===== src/rtl/adc_dly_cal_ctrl.sv =====
// adc_dly_cal_ctrl: IODELAY tap-sweep calibration sequencer for a 4-channel ADC receive interface.
// Optional feature macro ADC_CAL_OR_CHECK_EN: when defined, data_or[ch] during CHECK counts as a compare error.
module adc_dly_cal_ctrl #(
    parameter int         TAP_W       = 9,
    parameter int         RST_CYC     = 32,
    parameter int         SETTLE_CYC  = 16,
    parameter int         CMP_CYC     = 64,
    parameter logic [9:0] PATTERN     = 10'h2AA,
    parameter int         MIN_WIN     = 8,
    parameter int         TAP_DEFAULT = 0
) (
    input  logic                 clk_div,
    input  logic                 rst_n,
    input  logic                 start,
    input  logic [159:0]         data_in,
    input  logic [3:0]           data_or,
    output logic                 rst_iodelay,
    output logic                 rst_serdes,
    output logic [3:0]           load,
    output logic [4*TAP_W-1:0]   cntvalue,
    output logic                 busy,
    output logic                 done,
    output logic [3:0]           fail
);
    localparam int LEN_W = TAP_W + 1;
    localparam logic [TAP_W-1:0] TAP_MAX = '1;

    typedef enum logic [3:0] {
        S_IDLE, S_RST_DLY, S_RST_SER, S_SET, S_SETTLE, S_CHECK, S_EVAL, S_FINAL, S_DONE
    } state_t;

    state_t             r_state, w_next;
    logic [15:0]        r_cyc;
    logic [1:0]         r_ch;
    logic [TAP_W-1:0]   r_tap;
    logic               r_err;
    logic [159:0]       r_data;
    logic [TAP_W-1:0]   r_cur_start, r_best_start;
    logic [LEN_W-1:0]   r_cur_len, r_best_len;
    logic               r_rst_iod, r_rst_ser, r_busy, r_done;
    logic [3:0]         r_load, r_fail;
    logic [4*TAP_W-1:0] r_cntv;
    logic [39:0]        w_word;
    logic               w_mis, w_bad, w_pass, w_close, w_win_ok;
    logic [LEN_W-1:0]   w_len_upd;
    logic [TAP_W-1:0]   w_start_upd, w_center;

    assign rst_iodelay = r_rst_iod;
    assign rst_serdes  = r_rst_ser;
    assign load        = r_load;
    assign cntvalue    = r_cntv;
    assign busy        = r_busy;
    assign done        = r_done;
    assign fail        = r_fail;

    // Compare the registered samples of the active channel against the test pattern
    always_comb begin
        w_word = r_data[40*r_ch +: 40];
        w_mis  = 1'b0;
        for (int i = 0; i < 4; i++)
            if (w_word[10*i +: 10] != PATTERN) w_mis = 1'b1;
    end

`ifdef ADC_CAL_OR_CHECK_EN
    logic [3:0] r_or;
    // Out-of-range flags share the same one-cycle register delay as the samples
    always_ff @(posedge clk_div or negedge rst_n)
        if (!rst_n) r_or <= '0;
        else        r_or <= data_or;
    assign w_bad = w_mis | r_or[r_ch];
`else
    logic w_unused_or;
    assign w_unused_or = ^data_or;
    assign w_bad = w_mis;
`endif

    // Window bookkeeping for the tap just measured, and centre of the best window
    always_comb begin
        w_pass      = !r_err;
        w_len_upd   = r_cur_len + LEN_W'(w_pass);
        w_start_upd = (w_pass && r_cur_len == '0) ? r_tap : r_cur_start;
        w_close     = !w_pass || r_tap == TAP_MAX;
        w_win_ok    = r_best_len >= LEN_W'(MIN_WIN);
        w_center    = r_best_start + r_best_len[TAP_W:1];
    end

    // Next-state logic for the calibration sequence
    always_comb begin
        w_next = r_state;
        case (r_state)
            S_IDLE, S_DONE: if (start) w_next = S_RST_DLY;
            S_RST_DLY:      if (r_cyc == 16'(RST_CYC - 1)) w_next = S_RST_SER;
            S_RST_SER:      if (r_cyc == 16'(RST_CYC - 1)) w_next = S_SET;
            S_SET:          w_next = S_SETTLE;
            S_SETTLE:       if (r_cyc == 16'(SETTLE_CYC - 1)) w_next = S_CHECK;
            S_CHECK:        if (r_cyc == 16'(CMP_CYC - 1)) w_next = S_EVAL;
            S_EVAL:         w_next = (r_tap == TAP_MAX) ? S_FINAL : S_SET;
            S_FINAL:        w_next = (r_ch == 2'd3) ? S_DONE : S_SET;
            default:        w_next = S_IDLE;
        endcase
    end

    // State register
    always_ff @(posedge clk_div or negedge rst_n)
        if (!rst_n) r_state <= S_IDLE;
        else        r_state <= w_next;

    // Sequencer datapath: phase counter, sweep position, window tracking and registered outputs
    always_ff @(posedge clk_div or negedge rst_n) begin
        if (!rst_n) begin
            r_cyc        <= '0;
            r_ch         <= '0;
            r_tap        <= '0;
            r_err        <= 1'b0;
            r_data       <= '0;
            r_cur_start  <= '0;
            r_cur_len    <= '0;
            r_best_start <= '0;
            r_best_len   <= '0;
            r_rst_iod    <= 1'b1;
            r_rst_ser    <= 1'b1;
            r_busy       <= 1'b0;
            r_done       <= 1'b0;
            r_load       <= '0;
            r_fail       <= '0;
            r_cntv       <= '0;
        end else begin
            r_data <= data_in;
            r_load <= '0;
            r_cyc  <= (w_next != r_state) ? '0 : r_cyc + 16'd1;
            case (r_state)
                S_IDLE, S_DONE: if (start) begin
                    r_busy    <= 1'b1;
                    r_done    <= 1'b0;
                    r_fail    <= '0;
                    r_cntv    <= '0;
                    r_rst_iod <= 1'b1;
                    r_rst_ser <= 1'b1;
                end
                S_RST_DLY: if (w_next == S_RST_SER) r_rst_iod <= 1'b0;
                S_RST_SER: if (w_next == S_SET) begin
                    r_rst_ser <= 1'b0;
                    r_ch      <= '0;
                    r_tap     <= '0;
                end
                S_SET: begin
                    r_cntv[TAP_W*r_ch +: TAP_W] <= r_tap;
                    r_load[r_ch]                <= 1'b1;
                    r_err                       <= 1'b0;
                end
                S_CHECK: if (w_bad) r_err <= 1'b1;
                S_EVAL: begin
                    if (w_close) begin
                        if (w_len_upd > r_best_len) begin
                            r_best_start <= w_start_upd;
                            r_best_len   <= w_len_upd;
                        end
                        r_cur_len <= '0;
                    end else begin
                        r_cur_start <= w_start_upd;
                        r_cur_len   <= w_len_upd;
                    end
                    if (r_tap != TAP_MAX) r_tap <= r_tap + 1'b1;
                end
                S_FINAL: begin
                    r_cntv[TAP_W*r_ch +: TAP_W] <= w_win_ok ? w_center : TAP_W'(TAP_DEFAULT);
                    if (!w_win_ok) r_fail[r_ch] <= 1'b1;
                    r_load[r_ch] <= 1'b1;
                    r_best_start <= '0;
                    r_best_len   <= '0;
                    r_cur_start  <= '0;
                    r_cur_len    <= '0;
                    if (r_ch != 2'd3) begin
                        r_ch  <= r_ch + 2'd1;
                        r_tap <= '0;
                    end else begin
                        r_busy <= 1'b0;
                        r_done <= 1'b1;
                    end
                end
                default: ;
            endcase
        end
    end
endmodule


===== config.mk =====
export PLATFORM = sky130hd
export DESIGN_NAME = adc_dly_cal_ctrl
export DESIGN_NICKNAME = d
export VERILOG_FILES = /design/src/rtl/adc_dly_cal_ctrl.sv
export SDC_FILE = /design/constraint.sdc
export NUM_CORES = 1
export LEC_CHECK = 0
export ABC_AREA = 1
export BUFFER_PORTS_ARGS = -buffer_cell sky130_fd_sc_hd__buf_2
export CAP_MARGIN = 20
export CORE_MARGIN = 5
export CORE_UTILIZATION = 25
export CTS_CLUSTER_SIZE = 25
export DETAILED_ROUTE_END_ITERATION = 10
export PLACE_DENSITY = 0.54
export RECOVER_POWER = 25
export SYNTH_ARGS = -nofsm -noshare
export SYNTH_HDL_FRONTEND = slang
export SYNTH_SLANG_ARGS = --single-unit

===== constraint.sdc =====
create_clock -name clk_div -period 3.48 [get_ports clk_div]
set_input_delay 1.044 -clock clk_div [delete_from_list [all_inputs] [get_ports clk_div]]
set_output_delay 1.044 -clock clk_div [all_outputs]
set_load 0.005 [all_outputs]

### Word level (Yosys, flattened, before mapping)

Cells that the tools add are included.

* equality and inequality tests: 33
* $lt $le $gt $ge: 4
* multiplexer cells: 54
* add/subtract/negate cells: 6
* $mul: 2
* bitwise operators: 1
* shifts and indexed selects: 4
* reductions and logical operators: 26

Operators with widths (count)
* $shiftx A160 B9 Y40: 1
* $pmux W36 S3: 1
* $bwmux W36: 2
* $mux W9: 8
* $shiftx A9 B34 Y36: 2
* $ne A10 B10 Y1 const B: 4
* $pmux W10 S2: 2
* $mux W36: 1
* $mux W4: 9
* $pmux W9 S2: 2
* $shift A9 B34 Y36 const A: 1
* $neg A6 Y34: 1
* $pmux W4 S8: 1
* $mux W10: 3
* $pmux W9 S3: 1
* $ne A2 B2 Y1 const B: 12
* $reduce_and A3 Y1: 6
* $add A16 B1 Y16 const B: 1
* $eq A16 B4 Y1 const B: 1
* $eq A16 B5 Y1 const B: 1
* $eq A16 B6 Y1 const B: 1
* $eq A4 B2 Y1 const B: 4
* $eq A4 B3 Y1 const B: 4
* $mux W16: 1
* 34 further kinds: 60

* output and inout port bits: 48
* input bits: 167
* logic and storage cells: 147
* register bits after elaboration: 278

### Longest topological paths before layout

* word-level depth: 9
* mapped depth: 21
* mapped depth without buffers: 20

### Least setup slack after synthesis

OpenSTA, ideal clock, no wires.

* kind: reg-to-reg
* start point: register r_err
* end point: register r_best_len[0]
* required time: 3.414 ns
* library setup time: 0.066 ns
* path buffers: 1
* path slack: 0.727 ns
* data arrival time: 2.687 ns
* clock period less this slack: 2.753 ns
* cell stages (with the launch flop): 21
* cell sequence: dfrtp_1 > inv_1 > ha_1 > ha_1 > nand2_1 > nor2_1 > nand4_1 > nor2_1 > nand2_1 > nand2_1 > inv_1 > ha_1 > nand2_1 > nor2_1 > nand2_1 > o211ai_1 > o21ai_0 > nand2_1 > clkbuf_1 > nand3_1 > nand2_1

* word-level cells in the longest chain between the ends: 5
* elaborated cells on any way between the ends: 10
* classes of those cells: 1 x add/sub; 1 x order compare; 2 x eq/ne; 3 x mux; 3 x reduce/logical

Ends and longest elaborated chain
* start, declared: RTL line 36 `logic r_err;`
* start signal, assigned: RTL line 114 `r_err <= 1'b0;`
* start signal, assigned: RTL line 149 `r_err <= 1'b0;`
* start signal, assigned: RTL line 151 `S_CHECK: if (w_bad) r_err <= 1'b1;`
* $logic_not A1 Y1: RTL line 79 `w_pass = !r_err;`
* $add A10 B1 Y10: RTL line 80 `w_len_upd = r_cur_len + LEN_W'(w_pass);`
* $gt A10 B10 Y1 or $mux W10 (tied branches): RTL line 154 `if (w_len_upd > r_best_len) begin`
* $ne A2 B2 Y1 (no line) or $mux W10 (tied branches)
* $reduce_and A3 Y1 (no line) or $pmux W10 S2 (tied branches)
* end signal, assigned: RTL line 156 `r_best_len <= w_len_upd;`
* end, declared: RTL line 39 `logic [LEN_W-1:0] r_cur_len, r_best_len;`

Parallel ways exist; a longest one is shown, timed or not. The select of a mux whose other input is x is not followed.
A chain may end at the register's enable or synchronous reset.

### Worst setup path in the final report

* start point: register r_err
* end point: register r_best_start[6]

* word-level cells in the longest chain between the ends: 6
* elaborated cells on any way between the ends: 12
* classes of those cells: 1 x add/sub; 1 x order compare; 2 x eq/ne; 4 x mux; 4 x reduce/logical

Ends and longest elaborated chain
* branches (longest 6 deep; another with $add A10 B1 Y10)
* end signal, assigned: RTL line 155 `r_best_start <= w_start_upd;`
* end, declared: RTL line 38 `logic [TAP_W-1:0] r_cur_start, r_best_start;`

Parallel ways; which one is timed is not known. The select of a mux whose other input is x is not followed.

==> reports/results.ini <==
[status]
outcome=completed

[drt]
firstDrtPassIters=7
via_per_inst=4.37
drt_iter0_markers=485
ant_nets=0
drt_drc_violations_left=0
drt-total-wl_um=32400
post_drt_wl_per_cell_um=15.0
dr_total_vias=9478

[pwr]
swShare_pct=24.2
powerDensity_nw_per_um2=507
vdd_drop_max_uv=419
p_leak_nw=7.20
pwr-share-seq_pct=47.0
p_switching_mw=1.82
p_clk_share_pct=45.4
p_int_mw=5.70
combinationalPowerShare_pct=7.6

[floorplan]
initial_utilization_pct=25.1
core_area_um2=47300
io_pins=215
dieHeight_um=228
num_rows=80
die_area_um2=52000
die-width_um=228

[finish]
layout-drive-gt1-share_pct=21.4
area_delta_synth_final_pct=24.9
finalNetCount=1723
final_util_pct=31.4
stdcell_count=2167

[clock_network]
postCtsSetupBuffers=0
clkTransAtPathRegs_ps=60
cts_tree=built
post_cts_resized=0
htree_num_levels=1
cts_buffers=31
hold_buffers=0
clockBufferDepth=3
worstSkewPairLatency_ps=590
cts.sinks=278
clock-root-buffer=clkbuf_16

[critical_path]
cp_data_required_time_ps=3930
arrival_ps=3510
path_cells=inv_1 > ha_1 > ha_1 > nand2_1 > nor2_1 > nand4_1 > nor2_1 > nand2_1 > nand2_1 > inv_1 > ha_1 > nand2_1 > nor2_1 > nand2_1 > o211ai_1 > o21ai_0 > nand2_1 > nand2_1 > buf_4 > nand2_1 > nand2_1
worst-path-max-fanout=21
cp-end-kind=register
critPathLaunchType=register
cpMostUsedCell=nand2_1
critPathKind=register to register
cpPeakStageDelay_ps=440
cpMaxStageDelayCell=dfrtp_1

[place]
dp.cells=2106
gp_routability_congestion=0.815
dp_hpwl_um=24600
portBuffers=210
pre_cts_slack_ps=421

[synthesis]
syn_area_per_cell_um2=9.17
syn_inst=1296
synth_cell_types=44
synth_area_um2=11900
syn_nets=1495
synth_seq_area_share_pct=58.5
synth_seq_cells=278
yosysWarnings=0

[sta]
final-setup-viol-count=0
finClkSkew_ps=38.6
post-route-period-util_pct=87.8
rsz0062_at_grt=no
clock.fmax_mhz=327
hold_viol_final=0
setup_tns_ps=0
worstMarginPinSlew_ps=719
fin_crit_ps=3050
slew_headroom_pct=52.1
maxSlewViolCount=0
worst_slack_ps=425

[min_path]
hold_path.class=primary input to asynchronous set/reset pin

[global_route]
grt_pass1_vias=9541
track_usage_pct=12.1
antenna_found_initial=7
grt_pass1_wl_um=51700
gr-total-overflow=0
grt_max_degree=96

[flow_run]
drv_cap=0

## synth_stat cells, drive strengths merged
cell / instances / area (µm²)
dfrtp: 276 / 6910
nand2: 268 / 1020
nor2: 189 / 826
nand3: 117 / 603
inv: 110 / 413
o21ai: 87 / 443
a21oi: 66 / 338
nor3: 34 / 175
ha: 31 / 388
nand4: 29 / 181
clkbuf: 23 / 86.3
buf: 16 / 85.1
o22ai: 11 / 68.8
xor2: 9 / 78.8
nor4: 6 / 50.0
a221oi: 3 / 26.3
and3: 3 / 18.8
or2: 3 / 18.8
xnor2: 3 / 26.3
clkinv: 2 / 7.51
dfstp: 2 / 52.6
a21boi: 1 / 11.3
a22o: 1 / 8.76
and2: 1 / 6.26
fa: 1 / 20.0
nand3b: 1 / 7.51
o211ai: 1 / 7.51
o21a: 1 / 7.51
o31ai: 1 / 7.51
## state kept, by name (all words and copies together) (netlist names)
name          cells
r_tap             9
fail              4
cntvalue         36
r_cur_start       9
busy              1
rst_iodelay       1
r_best_len       10
r_cyc            16
rst_serdes        1
r_err             1
r_cur_len        10
r_ch              2
r_state           4
r_best_start      9
load              4
r_data          160
done              1
## power groups by stage
stage | Clock, mW | Combinational [mW] | Sequential [mW]
4_1_cts | 3.53 | 0.591 | 3.54
3_3_place_gp | 0 | 0.589 | 3.59
2_1_floorplan | 0 | 0.263 | 3.57
6_report | 3.42 | 0.574 | 3.53
5_1_grt | 3.66 | 0.657 | 3.56
3_5_place_dp | 0 | 0.588 | 3.60
## worst paths after layout
check,from,endpoint,slack (ps),cells past startpoint
setup / recovery,r_err$_DFFE_PN0P_,r_best_start[6]$_DFFE_PN0P_,430,21
hold / removal,rst_n,r_data[20]$_DFF_PN0_,470,1
setup reg to reg,r_err$_DFFE_PN0P_,r_best_start[6]$_DFFE_PN0P_,430,21
hold reg to reg,busy$_DFFE_PN0P_,busy$_DFFE_PN0P_,470,2
max in group asynchronous,rst_n,r_data[27]$_DFF_PN0_,2210,2
min in group clk_div,busy$_DFFE_PN0P_,busy$_DFFE_PN0P_,470,2
## worst max-delay path, delay by kind of cell, from the launching register on
kind / cells / cell delay [ps]
flops: 1 / 440
simple gates: 13 / 1210
buf+inv: 3 / 360
fa+ha+maj: 3 / 590
compound gates: 2 / 300
## final cells by class
class | instances | area, µm²
timing repair buffer | 234 | 1260
fill | 4944 | 32500
clock inverter | 20 | 251
antenna | 4 | 10.0
tap | 615 | 769
sequential | 278 | 6960
clock buffer | 37 | 838
inverter | 112 | 420
multi-input combinational | 867 | 4340
## logic make-up after synthesis
| kind of cell | share of synthesized area, % |
|---|---|
| and+or+nand+nor | 24.5 |
| DFF | 58.5 |
| xor gates and xnor gates | 0.884 |
| adders and majority gates | 3.43 |
| AOI/OAI and AO/OA | 7.72 |
| buffers and inverters | 4.98 |
## routing by layer
| layer | global-route usage, % | up-vias | wire length [µm] | part of all wire (%) |
|---|---|---|---|---|
| met5 | 0 | - | 47 | 0.15 |
| met4 | 2.57 | 6 | 504 | 1.6 |
| met3 | 3.97 | 39 | 2530 | 7.8 |
| met2 | 20.1 | 278 | 15200 | 47 |
| met1 | 15.5 | 4445 | 14100 | 44 |
| li1 | - | 4710 | - | - |
## metrics by stage
step	cell area (µm²)	hold slack, ps	power [mW]
2_1_floorplan	11900	424	3.84
3_3_place_gp	13800	440	4.17
3_5_place_dp	13800	445	4.19
4_1_cts	14800	474	7.66
5_1_grt	14800	483	7.87
6_report	14900	465	7.53
## layout by cell type, fill, tap and decap left out, drive strengths merged, types with 2 or more instances in the layout
| cell | count |
|---|---|
| diode | 4 |
| dfstp | 2 |
| or2 | 3 |
| a21oi | 66 |
| nor2 | 189 |
| nor4 | 6 |
| clkinvlp | 3 |
| a221oi | 3 |
| clkbuf | 39 |
| bufinv | 4 |
| o21ai | 87 |
| buf | 232 |
| ha | 31 |
| nand4 | 29 |
| clkinv | 12 |
| and3 | 3 |
| nor3 | 34 |
| xor2 | 9 |
| dfrtp | 276 |
| nand3 | 117 |
| xnor2 | 3 |
| nand2 | 268 |
| o22ai | 11 |
| inv | 113 |
(Power assumes the default switching activity.)
